[src/rtl/pwm_pkg.sv]
// Shared constants and ramp state encoding for the PWM duty path.
package pwm_pkg;

    localparam int PWM_PERIOD_CYCLES = 2000;
    localparam int PWM_MAX_DUTY      = 10;
    localparam int PWM_DW            = 4;

    typedef enum logic [1:0] {
        IDLE      = 2'd0,
        RAMP_UP   = 2'd1,
        RAMP_DOWN = 2'd2
    } ramp_state_t;

endpackage

[src/rtl/pwm_period_timer.sv]
// Free-running PWM frame counter with a registered strobe in each frame's first cycle.
module pwm_period_timer
    import pwm_pkg::*;
#(
    parameter int PERIOD = PWM_PERIOD_CYCLES
) (
    input  logic clk_1MHz,
    input  logic rst_n,
    output logic period_start
);

    localparam int CW = (PERIOD > 1) ? $clog2(PERIOD) : 1;

    logic [CW-1:0] count;
    logic          at_end;

    assign at_end = (count == CW'(PERIOD - 1));

    // Strobe is registered from the wrap so it lines up with count==0, but
    // stays low in the very first frame after reset.
    always_ff @(posedge clk_1MHz or negedge rst_n) begin
        if (!rst_n) begin
            count        <= '0;
            period_start <= 1'b0;
        end else begin
            count        <= at_end ? '0 : count + CW'(1);
            period_start <= at_end;
        end
    end

endmodule

[src/rtl/pwm_duty_ramp_ctrl.sv]
// Ramps the PWM pulse_width one LSB at a time toward a commanded target,
// updating only on frame boundaries; enable low aborts to zero at once.
module pwm_duty_ramp_ctrl
    import pwm_pkg::*;
#(
    parameter int PERIOD       = PWM_PERIOD_CYCLES,
    parameter int STEP_PERIODS = 10,
    parameter int MAX_DUTY     = PWM_MAX_DUTY,
    parameter int DW           = PWM_DW
) (
    input  logic          clk_1MHz,
    input  logic          rst_n,
    input  logic          enable,
    input  logic          cmd_valid,
    input  logic [DW-1:0] cmd_duty,
    output logic          cmd_ready,
    output logic [DW-1:0] pulse_width,
    output logic          period_start,
    output logic          busy,
    output logic          at_target
);

    localparam int SW = $clog2(STEP_PERIODS + 1);

    ramp_state_t   state, state_next;
    logic [DW-1:0] target, target_next;
    logic [DW-1:0] pw_next;
    logic [SW-1:0] step_cnt, step_next;
    logic [DW-1:0] cmd_clamped;
    logic          step_event;

    pwm_period_timer #(.PERIOD(PERIOD)) u_timer (
        .clk_1MHz     (clk_1MHz),
        .rst_n        (rst_n),
        .period_start (period_start)
    );

    assign cmd_ready   = enable && (state == IDLE);
    assign cmd_clamped = (cmd_duty > DW'(MAX_DUTY)) ? DW'(MAX_DUTY) : cmd_duty;
    assign step_event  = period_start && (step_cnt == SW'(STEP_PERIODS - 1));

    always_comb begin
        state_next  = state;
        target_next = target;
        pw_next     = pulse_width;
        step_next   = step_cnt;
        if (!enable) begin
            // Abort takes priority over any coincident step or command.
            state_next  = IDLE;
            target_next = '0;
            pw_next     = '0;
            step_next   = '0;
        end else begin
            case (state)
                IDLE: begin
                    if (cmd_valid) begin
                        target_next = cmd_clamped;
                        step_next   = '0;
                        if (cmd_clamped > pulse_width)
                            state_next = RAMP_UP;
                        else if (cmd_clamped < pulse_width)
                            state_next = RAMP_DOWN;
                    end
                end
                RAMP_UP: begin
                    if (step_event) begin
                        step_next = '0;
                        pw_next   = pulse_width + DW'(1);
                        if (pw_next == target)
                            state_next = IDLE;
                    end else if (period_start) begin
                        step_next = step_cnt + SW'(1);
                    end
                end
                RAMP_DOWN: begin
                    if (step_event) begin
                        step_next = '0;
                        pw_next   = pulse_width - DW'(1);
                        if (pw_next == target)
                            state_next = IDLE;
                    end else if (period_start) begin
                        step_next = step_cnt + SW'(1);
                    end
                end
                default: state_next = IDLE;
            endcase
        end
    end

    always_ff @(posedge clk_1MHz or negedge rst_n) begin
        if (!rst_n) begin
            state       <= IDLE;
            target      <= '0;
            pulse_width <= '0;
            step_cnt    <= '0;
            busy        <= 1'b0;
            at_target   <= 1'b1;
        end else begin
            state       <= state_next;
            target      <= target_next;
            pulse_width <= pw_next;
            step_cnt    <= step_next;
            busy        <= (state_next != IDLE);
            at_target   <= (state_next == IDLE);
        end
    end

endmodule

[config.mk]
export PLATFORM = sky130hd
export DESIGN_NAME = pwm_duty_ramp_ctrl
export DESIGN_NICKNAME = d
export VERILOG_FILES = /design/src/rtl/pwm_pkg.sv /design/src/rtl/pwm_period_timer.sv /design/src/rtl/pwm_duty_ramp_ctrl.sv
export SDC_FILE = /design/constraint.sdc
export NUM_CORES = 1
export LEC_CHECK = 0
export CORE_MARGIN = 3
export CORE_UTILIZATION = 55
export CTS_BUF_LIST = sky130_fd_sc_hd__clkbuf_4 sky130_fd_sc_hd__clkbuf_8 sky130_fd_sc_hd__clkbuf_16
export DETAILED_ROUTE_END_ITERATION = 6
export PLACE_DENSITY = 0.77
export SYNTH_ARGS = -nofsm -noshare
export SYNTH_HDL_FRONTEND = slang
export SYNTH_SLANG_ARGS = --single-unit
[constraint.sdc]
create_clock -name clk_1MHz -period 5.8 [get_ports clk_1MHz]
set_input_delay 0.87 -clock clk_1MHz [delete_from_list [all_inputs] [get_ports clk_1MHz]]
set_output_delay 0.87 -clock clk_1MHz [all_outputs]
set_load 0.005 [all_outputs]
-- Word-level counts from Yosys, hierarchy flattened
Index checks and enable logic that the tools add are counted.
- reductions and logical operators: 9
- magnitude comparators: 3
- eq/ne operators: 14
- add/sub/neg operators: 4
- mux-type cells: 23
- operators with widths (kind ; number):
    $mux 4 ; 11
    $mux 2 ; 8
    $pmux 4 s2 ; 2
    $add 11x1->11 const B ; 1
    $eq 11x11->1 const B ; 1
    $mux 11 ; 1
    $ne 3x3->1 const B ; 3
    $add 4x1->4 const B ; 2
    $eq 4x4->1 ; 2
    $pmux 2 s3 ; 1
    $reduce_and 3->1 ; 2
    $eq 4x4->1 const B ; 1
    $gt 4x4->1 ; 1
    $gt 4x4->1 const B ; 1
    $logic_not 2->1 ; 2
    $lt 4x4->1 ; 1
    $ne 2x1->1 const B ; 2
    $ne 4x2->1 const B ; 1
    $sub 4x1->4 const B ; 1
    $ne 3x1->1 const B ; 1
    $ne 3x2->1 const B ; 1
    $eq 2x1->1 const B ; 1
    $eq 2x2->1 const B ; 1
    $logic_and 1x1->1 ; 2
    other kinds (3) ; 3
- input port bits: 8
- output and inout bits: 8
- logic and storage cells: 61
- register bits: 28

-- Depth between registers and ports, before layout
- depth after elaboration: 9
- mapped depth: 8
- mapped depth without buffers: 8

-- Cells and area by module
From an unflattened synthesis, not the netlist that was laid out.
- cell total of the unflattened synthesis: 180
- area, all modules: 1786.7 µm²
- by module, submodules not included (module ; sequential area each (µm²) ; times used ; area each (µm²) ; cells an instance):
    pwm_duty_ramp_ctrl ; 401.6 ; 1 ; 1208.7 ; 129
    pwm_period_timer ; 300.3 ; 1 ; 578.1 ; 51

-- Worst setup path before layout
No wires, ideal clock.
- kind: input -> register
- start point: input port cmd_duty[2]
- end point: register state[0]
- buffers on the path: 0
- required time: 5.681 ns
- cell stages on the path: 7
- slack: 3.516 ns
- arrival time: 2.165 ns
- setup time: 0.119 ns
- cell sequence: a21o_1 > ha_1 > nor2b_1 > o21ai_0 > a21boi_0 > o221a_2 > a21o_2
- longest elaborated chain between the ends: 8
- elaborated cells on any way between the ends: 9
- classes of those cells: order compare (3); mux (6)
- ends and longest elaborated chain (item ; line ; text):
    from (decl) ; pwm_duty_ramp_ctrl.sv:15 ; input logic [DW-1:0] cmd_duty,
    $gt 4x4->1 ; pwm_duty_ramp_ctrl.sv:39 ; assign cmd_clamped = (cmd_duty > DW'(MAX_DUTY)) ? DW'(MAX_DUTY) : cmd_duty;
    $mux 4 (*) ; pwm_duty_ramp_ctrl.sv:39 ;
    $lt 4x4->1 ; pwm_duty_ramp_ctrl.sv:61 ; else if (cmd_clamped < pulse_width)
    $mux 2 ; pwm_duty_ramp_ctrl.sv:61 ;
    $mux 2 (*) ; pwm_duty_ramp_ctrl.sv:59 ; if (cmd_clamped > pulse_width)
    $mux 2 (*) ; pwm_duty_ramp_ctrl.sv:56 ; if (cmd_valid) begin
    $pmux 2 s3 (*) ; pwm_duty_ramp_ctrl.sv:54 ; case (state)
    $mux 2 (*) ; pwm_duty_ramp_ctrl.sv:47 ; if (!enable) begin
    via state_next[0] ; pwm_duty_ramp_ctrl.sv:25 ; ramp_state_t state, state_next;
    to (signal assigned) ; pwm_duty_ramp_ctrl.sv:99 ; state <= state_next;
    to (decl) ; pwm_duty_ramp_ctrl.sv:25 ;
Mark *: on every way through the listed nets, which the timed path passes. The rest lies on a longest branch.
A chain may end at the register's enable or synchronous reset.

-- Final worst setup path
- start point: input port enable
- end point: output port cmd_ready
- longest elaborated chain between the ends: 1
- ends and longest elaborated chain (item ; line ; text):
    from (decl) ; pwm_duty_ramp_ctrl.sv:13 ; input logic enable,
    $logic_and 1x1->1 ; pwm_duty_ramp_ctrl.sv:38 ; assign cmd_ready = enable && (state == IDLE);
    to (decl) ; pwm_duty_ramp_ctrl.sv:16 ; output logic cmd_ready,
No other way between the ends.

==> impl_metrics.toml <==
[sta]
finalSetupViolations = 0
maxSlewHeadroom = 0.5702
setup_ws_ns = 2.755
tightest_slew_ns = 0.6424
skew_ns = 0.008510
min_period_over_period = 0.5251
drv_slew = 0
grt_setup_unrepaired = "false"
setup_tns_ns = 0
hold_viol = 0
fmax_mhz = 328.4
min_period_ns = 3.045

[floorplanning]
io_pins = 16
dieArea_um2 = 3704
core.rowCount = 19
die_y_um = 60.86
chipWidth_um = 60.86
core_area_um2 = 2805
start_util = 0.5901

[synth]
yosys_register_bits = 28
synth_fp_nets = 192
syn_area_um2 = 1655
avgSynthCellArea_um2 = 9.680
yosysUniqueCellTypes = 38
synth_seq_area_share = 0.4240
yosys_warnings = 0
netlist_instances = 171

[final_layout]
final_common_cell = "dfrtp_1"
final_cell_mix = "27 x dfrtp_1, 15 x nor2_1, 15 x clkdlybuf4s50_1"
diodes = 0
regArea_um2 = 701.9
drive_gt1_frac = 0.06915
multi_input_comb_area_um2 = 904.6
area_growth_pct = 14.36
fillers = 215
design_area_um2 = 1893
nNetsFinal = 210

[setup_path]
path_common_cell = "clkdlybuf4s50_1"
reg2reg_depth = 7
path_cells = "clkdlybuf4s50_1 > and2_1 > clkdlybuf4s50_1"
cp-end-kind = "primary output"
cpMaxStageDelayCell = "clkdlybuf4s50_1"
path_class = "in2out"
max_stage_delay_ns = 0.64
startpoint_type = "primary input"
required_ns = 4.93
cp_max_fo = 10
arrival_ns = 2.18

[clocking]
htree_levels = 1
postCtsSetupBuffers = 0
cts_buffers = 3
cts_tree = "yes"
cts.sinks = 28
clock_path_buffers = 2
postCtsHoldBufs = 0
post_cts_resize_count = 0
cts-root-buf = "clkbuf_4"
clk_latency_ns = 0.33
clk_transition_reported_paths_ns = 0.15

[global_route]
grt_pass1_vias = 1206
antenna_found_initial = 0
overflow = 0
grtUsageTotal = 0.1960
grt_max_degree = 29
grt_pass1_wl_um = 5444

[place]
place_worst_setup_slack_ns = 2.754
gp_congestion = 0.8545
post_dp_cell_area_um2 = 1841
io_buffers = 15
dp_hpwl_um = 2379

[detailed_routing]
via_count = 1275
wirelength_um = 3130
viasPerCell = 5.822
first_iter_violations = 89
route.detailed.drc = 0
drtAntennaViolNets = 0
drt-wirelength-per-cell_um = 14.29
first_pass_iters = 4

[pwr]
ir_drop_mv = 0.1112
power.density_nw_per_um2 = 218.6
total_power_uw = 413.9
p_leak_uw = 0.0008537

[outcome]
status = "complete, no violations"

[worst_hold_path]
min_path_cells = 1
hold_path_class = "reg2reg"

[job]
drv_cap = 0
[final timing paths]
check	start	end	slack, ns
worst min-delay path	u_timer.count[0]	u_timer.count[0]	0.47
worst max register to register	pulse_width[0]	state[1]	3.75
min in group asynchronous	rst_n	u_timer.count[4]	0.90
worst min register to register	u_timer.count[0]	u_timer.count[0]	0.47
max in group asynchronous	rst_n	at_target	4.60
worst max-delay path	enable	cmd_ready	2.75
[per-layer routing]
layer,GRT usage,share of wire,vias to the layer above
li1,-,-,621
met1,0.2570,0.45,622
met2,0.3344,0.50,28
met3,0.02553,0.041,4
met4,0.06502,0.0096,0
met5,0,0,-
[cells by family after synthesis]
logic type / share of synthesized area
and+or+nand+nor: 0.2033
AOI/OAI and AO/OA: 0.1217
DFF: 0.4240
xor gates and xnor gates: 0.1051
buffers and inverters: 0.02948
adders and majority gates: 0.09826
muxes: 0.01814
[layout make-up]
cell class,instances,share of cell area
Timing Repair Buffer,16,0.08328
Inverter,10,0.01983
Multi-Input combinational cell,130,0.4779
Clock inverter,1,0.01586
Sequential cell,28,0.3708
Tap cell,31,0.02049
Clock buffer,3,0.01190
[synth_stat cells (all sizes together)]
master	count	area [µm²]
a211o	1	8.760
a211oi	1	7.510
a21boi	4	30.03
a21o	2	16.27
a21oi	4	20.02
and2	4	25.02
and3	6	37.54
and4b	1	10.01
clkbuf	3	11.26
dfrtp	27	675.7
dfstp	1	26.28
ha	13	162.7
inv	10	37.54
mux2i	3	30.03
nand2	13	48.80
nand2b	3	18.77
nand3	9	45.04
nand3b	2	15.01
nand4	1	6.260
nor2	15	56.30
nor2b	5	31.28
nor3	3	15.01
nor3b	1	7.510
nor4	1	6.260
o21ai	12	63.81
o221a	1	11.26
o311ai	1	16.27
o31ai	1	7.510
o32a	1	11.26
o32ai	1	8.760
or3	2	13.77
xnor2	10	87.58
xor2	9	86.34
[power by group]
group          total (µW)  internal, µW  leakage (µW)  switching (µW)
Clock                 127          69.9     0.0000279            57.2
Sequential            213           205      0.000369            8.11
Combinational        74.0          35.8      0.000457            38.2
[registers in the layout (all words and copies together) (netlist names)]
| signal | cells |
|---|---|
| u_timer.count | 11 |
| at_target | 1 |
| target | 4 |
| step_cnt | 4 |
| u_timer.period_start | 1 |
| state | 2 |
| pulse_width | 4 |
| busy | 1 |
[worst max-delay path, delay by kind of cell]
kind,cells,cell delay [ns]
buf+inv,2,1.13
simple gates,1,0.17
[through the flow]
step             util  hold slack, ns  cells
2_1_floorplan       -          0.4251    171
3_3_place_gp   0.6561          0.4408    215
3_5_place_dp   0.6561          0.4568    215
4_1_cts        0.6748          0.4764    219
5_1_grt        0.6748          0.4991    219
6_report       0.6748          0.4698    219
Power figures use the tool's default switching activity.
